[src/rtl/i2c_reg_bank_if.sv]
// i2c_reg_bank_pkg / i2c_reg_bank_if
//
// Shared byte type and the byte-level bus between an I2C slave core and the
// register bank.
//
// Interface signals:
//   addr     8  start address presented by the slave core
//   ptrLoad  1  pulse: load the register pointer from addr
//   dataIn   8  write byte
//   writeEn  1  pulse: dataIn is to be written at the current address
//   readEn   1  pulse: the current read byte has been consumed
//   dataOut  8  registered read byte from the bank
//
// Modports: master = slave core side, slave = register bank side.

package i2c_reg_bank_pkg;
    typedef logic [7:0] i2c_data_t;
endpackage

interface i2c_reg_bank_if;
    logic [7:0] addr;
    logic       ptrLoad;
    logic [7:0] dataIn;
    logic       writeEn;
    logic       readEn;
    logic [7:0] dataOut;

    modport master (
        output addr, ptrLoad, dataIn, writeEn, readEn,
        input  dataOut
    );

    modport slave (
        input  addr, ptrLoad, dataIn, writeEn, readEn,
        output dataOut
    );
endinterface

[src/rtl/i2c_reg_bank.sv]
// i2c_reg_bank
//
// Byte-addressed register bank behind an I2C slave core. An auto-incrementing
// pointer walks a flat map of read/write control registers, synchronised
// read-only input registers, sticky write-1-to-clear status registers and
// their interrupt-enable registers.
//
// Address map (NO/NI/NS = output/input/status register counts):
//   [0, NO)              output (control) registers, per-bit write mask
//   [NO, NO+NI)          input registers (2-flop synchronised), read-only
//   [NO+NI, NO+NI+NS)    status registers, event set / write-1 clear
//   [NO+NI+NS, N)        interrupt-enable registers, N = NO+NI+2*NS
//
// Ports:
//   clk      rising-edge clock
//   rst      asynchronous active-high reset
//   bus      byte bus from the slave core (slave modport)
//   outputs  control register contents
//   inputs   asynchronous status inputs
//   events   per-bit status set pulses
//   irq      registered interrupt: OR of (status & irqEn)

module i2c_reg_bank
    import i2c_reg_bank_pkg::*;
#(
    parameter int unsigned                    C_NUM_OUTPUT_REGS = 4,
    parameter int unsigned                    C_NUM_INPUT_REGS  = 4,
    parameter int unsigned                    C_NUM_STATUS_REGS = 2,
    parameter logic [C_NUM_OUTPUT_REGS*8-1:0] C_RESET_VAL       = '0,
    parameter logic [C_NUM_OUTPUT_REGS*8-1:0] C_WR_MASK         = '1
) (
    input  logic                                clk,
    input  logic                                rst,
    i2c_reg_bank_if.slave                       bus,
    output i2c_data_t [C_NUM_OUTPUT_REGS-1:0]   outputs,
    input  i2c_data_t [C_NUM_INPUT_REGS-1:0]    inputs,
    input  i2c_data_t [C_NUM_STATUS_REGS-1:0]   events,
    output logic                                irq
);

    localparam int unsigned NO      = C_NUM_OUTPUT_REGS;
    localparam int unsigned NI      = C_NUM_INPUT_REGS;
    localparam int unsigned NS      = C_NUM_STATUS_REGS;
    localparam int unsigned IN_BASE = NO;
    localparam int unsigned ST_BASE = NO + NI;
    localparam int unsigned IE_BASE = NO + NI + NS;
    localparam int unsigned N       = NO + NI + 2 * NS;

    // Pointer and effective address
    logic [7:0] ptr;
    logic [7:0] ea;
    logic [8:0] ea_inc;
    logic [7:0] ptr_next;
    logic       adv;

    // Register storage
    i2c_data_t [NO-1:0] out_q;
    i2c_data_t [NI-1:0] sync1_q;
    i2c_data_t [NI-1:0] sync2_q;
    i2c_data_t [NS-1:0] status_q;
    i2c_data_t [NS-1:0] irq_en_q;

    // Write decode
    logic      [NO-1:0] wr_out;
    logic      [NS-1:0] wr_ie;
    i2c_data_t [NS-1:0] status_clr;

    i2c_data_t rd_data;
    i2c_data_t data_out_q;
    logic      irq_next;
    logic      irq_q;

    // Pointer: load overrides, any access advances by one, wrap past the map.
    always_comb begin
        ea     = bus.ptrLoad ? bus.addr : ptr;
        adv    = bus.writeEn | bus.readEn;
        ea_inc = {1'b0, ea} + 9'd1;
        if (!adv) begin
            ptr_next = ea;
        end else if (ea_inc >= 9'(N)) begin
            ptr_next = '0;
        end else begin
            ptr_next = ea_inc[7:0];
        end
    end

    always_comb begin
        wr_out     = '0;
        wr_ie      = '0;
        status_clr = '0;
        for (int unsigned i = 0; i < NO; i++) begin
            wr_out[i] = bus.writeEn && (ea == 8'(i));
        end
        for (int unsigned j = 0; j < NS; j++) begin
            wr_ie[j] = bus.writeEn && (ea == 8'(IE_BASE + j));
            if (bus.writeEn && (ea == 8'(ST_BASE + j))) begin
                status_clr[j] = bus.dataIn;
            end
        end
    end

    // Read data is fetched at the pointer value being loaded this edge, so
    // dataOut always shows the byte at ptr one cycle after it moves.
    // Unmapped addresses read as zero.
    always_comb begin
        rd_data = '0;
        for (int unsigned i = 0; i < NO; i++) begin
            if (ptr_next == 8'(i)) rd_data = out_q[i];
        end
        for (int unsigned i = 0; i < NI; i++) begin
            if (ptr_next == 8'(IN_BASE + i)) rd_data = sync2_q[i];
        end
        for (int unsigned j = 0; j < NS; j++) begin
            if (ptr_next == 8'(ST_BASE + j)) rd_data = status_q[j];
            if (ptr_next == 8'(IE_BASE + j)) rd_data = irq_en_q[j];
        end
    end

    always_comb begin
        irq_next = 1'b0;
        for (int unsigned j = 0; j < NS; j++) begin
            irq_next = irq_next | (|(status_q[j] & irq_en_q[j]));
        end
    end

    always_ff @(posedge clk or posedge rst) begin
        if (rst) begin
            ptr        <= '0;
            data_out_q <= '0;
            out_q      <= C_RESET_VAL;
            sync1_q    <= '0;
            sync2_q    <= '0;
            status_q   <= '0;
            irq_en_q   <= '0;
            irq_q      <= 1'b0;
        end else begin
            ptr        <= ptr_next;
            data_out_q <= rd_data;
            sync1_q    <= inputs;
            sync2_q    <= sync1_q;
            irq_q      <= irq_next;
            for (int unsigned i = 0; i < NO; i++) begin
                if (wr_out[i]) begin
                    out_q[i] <= (out_q[i] & ~C_WR_MASK[i*8 +: 8])
                              | (bus.dataIn & C_WR_MASK[i*8 +: 8]);
                end
            end
            for (int unsigned j = 0; j < NS; j++) begin
                // Event set is applied after the clear so a same-cycle event wins.
                status_q[j] <= (status_q[j] & ~status_clr[j]) | events[j];
                if (wr_ie[j]) begin
                    irq_en_q[j] <= bus.dataIn;
                end
            end
        end
    end

    assign bus.dataOut = data_out_q;
    assign outputs     = out_q;
    assign irq         = irq_q;

endmodule
[src/flat_wrapper.sv]
// flat-port wrapper written by rule: the top's interface ports become plain ports
module i2c_reg_bank_flat import i2c_reg_bank_pkg::*;
#(
    parameter int unsigned                    C_NUM_OUTPUT_REGS = 4,
    parameter int unsigned                    C_NUM_INPUT_REGS  = 4,
    parameter int unsigned                    C_NUM_STATUS_REGS = 2,
    parameter logic [C_NUM_OUTPUT_REGS*8-1:0] C_RESET_VAL       = '0,
    parameter logic [C_NUM_OUTPUT_REGS*8-1:0] C_WR_MASK         = '1
)
  (clk, rst, outputs, inputs, events, irq, bus_addr, bus_ptrLoad, bus_dataIn, bus_writeEn, bus_readEn, bus_dataOut);
  i2c_reg_bank_if bus_i ();
  input  logic clk;
  input  logic rst;
  output i2c_data_t [C_NUM_OUTPUT_REGS-1:0] outputs;
  input  i2c_data_t [C_NUM_INPUT_REGS-1:0] inputs;
  input  i2c_data_t [C_NUM_STATUS_REGS-1:0] events;
  output logic irq;
  input wire logic [$bits(bus_i.addr)-1:0] bus_addr;
  input wire logic [$bits(bus_i.ptrLoad)-1:0] bus_ptrLoad;
  input wire logic [$bits(bus_i.dataIn)-1:0] bus_dataIn;
  input wire logic [$bits(bus_i.writeEn)-1:0] bus_writeEn;
  input wire logic [$bits(bus_i.readEn)-1:0] bus_readEn;
  output wire logic [$bits(bus_i.dataOut)-1:0] bus_dataOut;
  assign bus_i.addr = bus_addr;
  assign bus_i.ptrLoad = bus_ptrLoad;
  assign bus_i.dataIn = bus_dataIn;
  assign bus_i.writeEn = bus_writeEn;
  assign bus_i.readEn = bus_readEn;
  assign bus_dataOut = bus_i.dataOut;
  i2c_reg_bank #(.C_NUM_OUTPUT_REGS(C_NUM_OUTPUT_REGS), .C_NUM_INPUT_REGS(C_NUM_INPUT_REGS), .C_NUM_STATUS_REGS(C_NUM_STATUS_REGS), .C_RESET_VAL(C_RESET_VAL), .C_WR_MASK(C_WR_MASK)) u_core (.clk(clk), .rst(rst), .bus(bus_i), .outputs(outputs), .inputs(inputs), .events(events), .irq(irq));
endmodule
[config.mk]
export PLATFORM = sky130hd
export DESIGN_NAME = i2c_reg_bank_flat
export DESIGN_NICKNAME = d
export VERILOG_FILES = /design/src/rtl/i2c_reg_bank_if.sv /design/src/rtl/i2c_reg_bank.sv /design/src/flat_wrapper.sv
export SDC_FILE = /design/constraint.sdc
export NUM_CORES = 1
export LEC_CHECK = 0
export CORE_MARGIN = 3
export CORE_UTILIZATION = 45
export DETAILED_ROUTE_END_ITERATION = 16
export PLACE_DENSITY_LB_ADDON = 0.15
export SLEW_MARGIN = 20
export SYNTH_ARGS = -nofsm -noshare
export SYNTH_HDL_FRONTEND = slang
export SYNTH_SLANG_ARGS = --single-unit
export TNS_END_PERCENT = 30
[constraint.sdc]
create_clock -name clk -period 4.4 [get_ports clk]
set_input_delay 0.66 -clock clk [delete_from_list [all_inputs] [get_ports clk]]
set_output_delay 0.66 -clock clk [all_outputs]
set_load 0.03 [all_outputs]
# Word level (Yosys, flattened, before mapping)
# Cells that the tools add are included.
[totals]
output_inout_bits = 41
inputBits = 69
wordCells = 78
reg_bits = 145
[classes]
bitwise_logic = 10
n_lt_le_gt_ge = 1
n_reduce_logical = 12
add_sub_neg = 1
muxes = 17
n_eq_ne = 18
[ops]
columns = ["operator", "n"]
rows = [
  ["$mux 8", 17],
  ["$eq 8x4->1 const B", 8],
  ["$and 8x8->8", 4],
  ["$eq 8x2->1 const B", 4],
  ["$eq 8x3->1 const B", 4],
  ["$eq 8x1->1 const B", 2],
  ["$logic_not 8->1", 2],
  ["$not 8->8", 2],
  ["$or 8x8->8", 2],
  ["$reduce_or 8->1", 2],
  ["$add 8x1->9 const B", 1],
  ["$ge 9x4->1 const B", 1],
  ["$logic_and 1x1->1", 8],
  ["$or 1x1->1", 2],
]

# Depth between registers and ports, before layout
[depth]
depth_word = 18
ltp_mapped = 17
mapped_depth_nobuf = 13

# Worst setup path after synthesis
# OpenSTA, ideal clock, no wires.
[synth_timing]
path_type = "input-to-reg"
startpoint = "in bus_ptrLoad"
endpoint = "reg u_core.data_out_q[1], in the netlist u_core.bus.dataOut[1]"
n_path_buf = 5
arrival_ps = 3523
setup_slack_ps = 752
stages = 16
setup_ps = 124
required_ps = 4276
cell_sequence = "buf_6 > buf_6 > buf_6 > mux2i_4 > inv_2 > ha_1 > or2_1 > o311a_1 > o2111a_1 > buf_6 > buf_6 > o21ai_4 > nor2_2 > a221o_1 > a211oi_2 > a21oi_1"
[synth_via]
elab_chain_len = 18
word_cells_on_any_way = 29
cone_classes = "add/sub: 1; order compare: 1; eq/ne: 11; mux: 15; reduce/logical: 1"
[synth_lines]
columns = ["item", "line", "text"]
rows = [
  ["start, declared", "flat_wrapper.sv:19", "input wire logic [$bits(bus_i.ptrLoad)-1:0] bus_ptrLoad;"],
  ["$mux 8 (*)", "i2c_reg_bank.sv:75", "ea = bus.ptrLoad ? bus.addr : ptr;"],
  ["$add 8x1->9", "i2c_reg_bank.sv:77", "ea_inc = {1'b0, ea} + 9'd1;"],
  ["$ge 9x4->1", "i2c_reg_bank.sv:80", "end else if (ea_inc >= 9'(N)) begin"],
  ["$mux 8", "i2c_reg_bank.sv:80", ""],
  ["$mux 8 (*)", "i2c_reg_bank.sv:78", "if (!adv) begin"],
  ["$logic_not 8->1", "i2c_reg_bank.sv:108", "if (ptr_next == 8'(i)) rd_data = out_q[i];"],
  ["$mux 8 (4 in a row)", "i2c_reg_bank.sv:108", ""],
  ["$mux 8 (4 in a row)", "i2c_reg_bank.sv:111", "if (ptr_next == 8'(IN_BASE + i)) rd_data = sync2_q[i];"],
  ["$mux 8", "i2c_reg_bank.sv:114", "if (ptr_next == 8'(ST_BASE + j)) rd_data = status_q[j];"],
  ["$mux 8", "i2c_reg_bank.sv:115", "if (ptr_next == 8'(IE_BASE + j)) rd_data = irq_en_q[j];"],
  ["$mux 8", "i2c_reg_bank.sv:114", ""],
  ["$mux 8 (*)", "i2c_reg_bank.sv:115", ""],
  ["net u_core.rd_data[1]", "i2c_reg_bank.sv:68", "i2c_data_t rd_data;"],
  ["end signal, assigned", "i2c_reg_bank.sv:138", "data_out_q <= rd_data;"],
  ["end, declared", "i2c_reg_bank.sv:69", "i2c_data_t data_out_q;"],
]
# Mark *: on every way through the listed nets, which the timed path passes. The rest lies on a longest branch.
# A chain may end at the register's enable or synchronous reset.

# Worst setup path in the final report
[layout_timing]
startpoint = "in bus_ptrLoad"
endpoint = "reg u_core.data_out_q[6], in the netlist u_core.bus.dataOut[6]"
# The elaborated chain is that of the path after synthesis.

==> impl_metrics.env <==
export IMPL_rows=42
export IMPL_cts_hold_buf=0
export IMPL_avgRoutedWirePerCell_um=22.2
export IMPL_avgViaCountPerCell=5.70
export IMPL_cts_buffer_depth=2
export IMPL_final_cell_count_no_fill=813
export IMPL_mostFrequentLayoutCell="dfrtp_1"
export IMPL_place_congestion=0.941
export IMPL_fillers=1041
export IMPL_diodes=0
export IMPL_grt_pass1_wl_mm=27.9
export IMPL_clk_latency_ns=0.43
export IMPL_layout_common_cells="dfrtp_1, clkdlybuf4s50_1, mux2_2, nand2_1, nor2_1"
export IMPL_fin_nets=699
export IMPL_drtAntennaViolNets=0
export IMPL_worst_setup_path_start_kind="primary input"
export IMPL_synthArstFlopShare_pct=100
export IMPL_synth_seq_cells=145
export IMPL_firstDrtPassIters=6
export IMPL_path_clk_slew_ns=0.06
export IMPL_powerDensity_nw_per_um2=526
export IMPL_initial_core_util_pct=46.4
export IMPL_worstPathMaxFanout=7
export IMPL_cts_made_buffers=17
export IMPL_dp_cells=781
export IMPL_cts_repair_resized=0
export IMPL_maxCapViolations=0
export IMPL_p_total_mw=4.32
export IMPL_drt_wl_total_mm=18.1
export IMPL_whs_ns=0.343
export IMPL_setup_viol=0
export IMPL_fmax_mhz=256
export IMPL_drive_gt1_share_pct=20.7
export IMPL_setup_tns_ns=0
export IMPL_p_leak_nw=3.45
export IMPL_rsz0062_at_grt="false"
export IMPL_cts_tree="yes"
export IMPL_place_area_um2=7610
export IMPL_synth_enable_flop_cells=0
export IMPL_crit_arrival_ns=4.20
export IMPL_dr_total_vias=4631
export IMPL_worst_slew_pin_slew_ns=0.803
export IMPL_slew_headroom_pct=46.2
export IMPL_synth_main_ff_cell="dfrtp_1"
export IMPL_synth_distinct_cells=71
export IMPL_stdcell_area_um2=8220
export IMPL_area_delta_synth_final_pct=33.4
export IMPL_ioPinCount=110
export IMPL_gr_usage_all_layers_pct=25.2
export IMPL_die_x_um=123
export IMPL_die_area_um2=15100
export IMPL_ys_seq_area_share_pct=58.9
export IMPL_grt_pass1_vias=4821
export IMPL_numClockSinks=145
export IMPL_cp_required_ns=4.69
export IMPL_core_um2=13300
export IMPL_synth_area_um2=6160
export IMPL_crit_type="primary input to register"
export IMPL_numPortBuffers=109
export IMPL_grt_overflow=0
export IMPL_drt_initial_drc_count=410
export IMPL_irDropWorstVdd_mv=0.470
export IMPL_cts_root_buf="clkbuf_16"
export IMPL_avgSynthCellArea_um2=12.8
export IMPL_status="complete, no violations"
export IMPL_grt_start_max_net_pins=58
export IMPL_fin_skew_ns=0.00876
export IMPL_finalMaxSlewViolations=0
export IMPL_period_share_pct=88.8
export IMPL_synth_cells=481
export IMPL_post_cts_buffers=0
export IMPL_cp_end_kind="register"
export IMPL_route_detailed_drc=0
export IMPL_htreeDepth=4
export IMPL_die_y_um=123
export IMPL_antenna_found_initial=0
export IMPL_worstHoldPathType="register to register"
export IMPL_syn_nets=555
export IMPL_dp_hpwl_mm=13.4
export IMPL_synth_warnings=0
export IMPL_hold_violations=0
export IMPL_min_period_ns=3.91
[critical path, cell delays in order]
cell	delay, ns
clkdlybuf4s50_1	0.62
mux2i_1	0.28
inv_1	0.09
ha_1	0.26
or2_1	0.24
o311a_1	0.31
o2111a_1	0.20
buf_4	0.21
o21ai_4	0.36
mux2i_1	0.38
nor2_1	0.08
o32ai_1	0.36
a21oi_1	0.12
[synth_stat cells (5+ instances only)]
library cell / n / area (um2)
a21o_1: 19 / 143
mux2_2: 51 / 574
a221oi_1: 16 / 140
inv_1: 5 / 18.8
a22o_1: 9 / 78.8
ha_1: 5 / 62.6
nand3_1: 7 / 35.0
a21oi_1: 9 / 45.0
buf_6: 5 / 56.3
mux2i_1: 12 / 120
o21ai_0: 14 / 70.1
nor2_1: 33 / 124
dfrtp_1: 145 / 3630
nand2_1: 39 / 146
o22ai_1: 7 / 43.8
[final cells by class]
cell class              count  area [um2]  area share, %
clock inverters            13         155           1.89
flip-flops and latches    145        3630           44.1
repair buffers            133        1310           15.9
multi-input cells         322        2440           29.7
inverters                   6        26.3          0.320
clock buffers              18         439           5.34
well taps                 176         220           2.68
[metrics by stage]
stage          util [%]  setup slack [ns]
2_1_floorplan         -             0.752
3_3_place_gp       57.2             0.192
3_5_place_dp       57.2             0.116
4_1_cts            61.7             0.553
5_1_grt            61.8             0.347
6_report           61.8             0.491
[metal layers]
| layer | part of all wire [%] | wire, um | global-route usage, % | up-vias |
|---|---|---|---|---|
| met2 | 49 | 8880 | 40.7 | 167 |
| met5 | 0 | 0 | 0 | - |
| met3 | 5.5 | 991 | 7.18 | 29 |
| met1 | 43 | 7770 | 32.8 | 2338 |
| met4 | 2.4 | 436 | 8.86 | 0 |
| li1 | - | - | - | 2097 |
[worst paths after layout]
kind / start / depth (start not counted) / slack (ns) / to
worst max register to register: u_core.ptr[1] / 12 / 1.00 / u_core.bus.dataOut[7]
max in group asynchronous: rst / 3 / 3.23 / u_core.bus.dataOut[7]
worst min-delay path: u_core.sync1_q[10] / 0 / 0.34 / u_core.sync2_q[10]
worst max-delay path: bus_ptrLoad / 13 / 0.49 / u_core.bus.dataOut[6]
worst min register to register: u_core.sync1_q[10] / 0 / 0.34 / u_core.sync2_q[10]
min in group asynchronous: rst / 2 / 0.55 / u_core.sync1_q[0]
[registers in the layout (all words and copies together), names as in the netlist]
name                cells
u_core.status_q        16
u_core.outputs         32
u_core.bus.dataOut      8
u_core.irq              1
u_core.ptr              8
u_core.sync1_q         32
u_core.irq_en_q        16
u_core.sync2_q         32
[kinds of logic after synthesis]
| kind of cell | synth area share [%] |
|---|---|
| multiplexers | 11.6 |
| AO/OA/AOI/OAI | 16.3 |
| buffers and inverters | 1.48 |
| flip-flops | 58.9 |
| adder cells (fa/ha/maj) | 1.02 |
| AND/OR/NAND/NOR | 10.3 |
| XOR/XNOR | 0.406 |
[where the power goes]
part	leakage, nW	switching (mW)	internal [mW]	total [mW]
Combinational	1.44	0.640	0.537	1.18
Sequential	1.73	0.169	1.53	1.70
Clock	0.280	0.592	0.859	1.45
Total	3.45	1.40	2.92	4.32
Note: power is estimated with default switching activity, not from simulation.
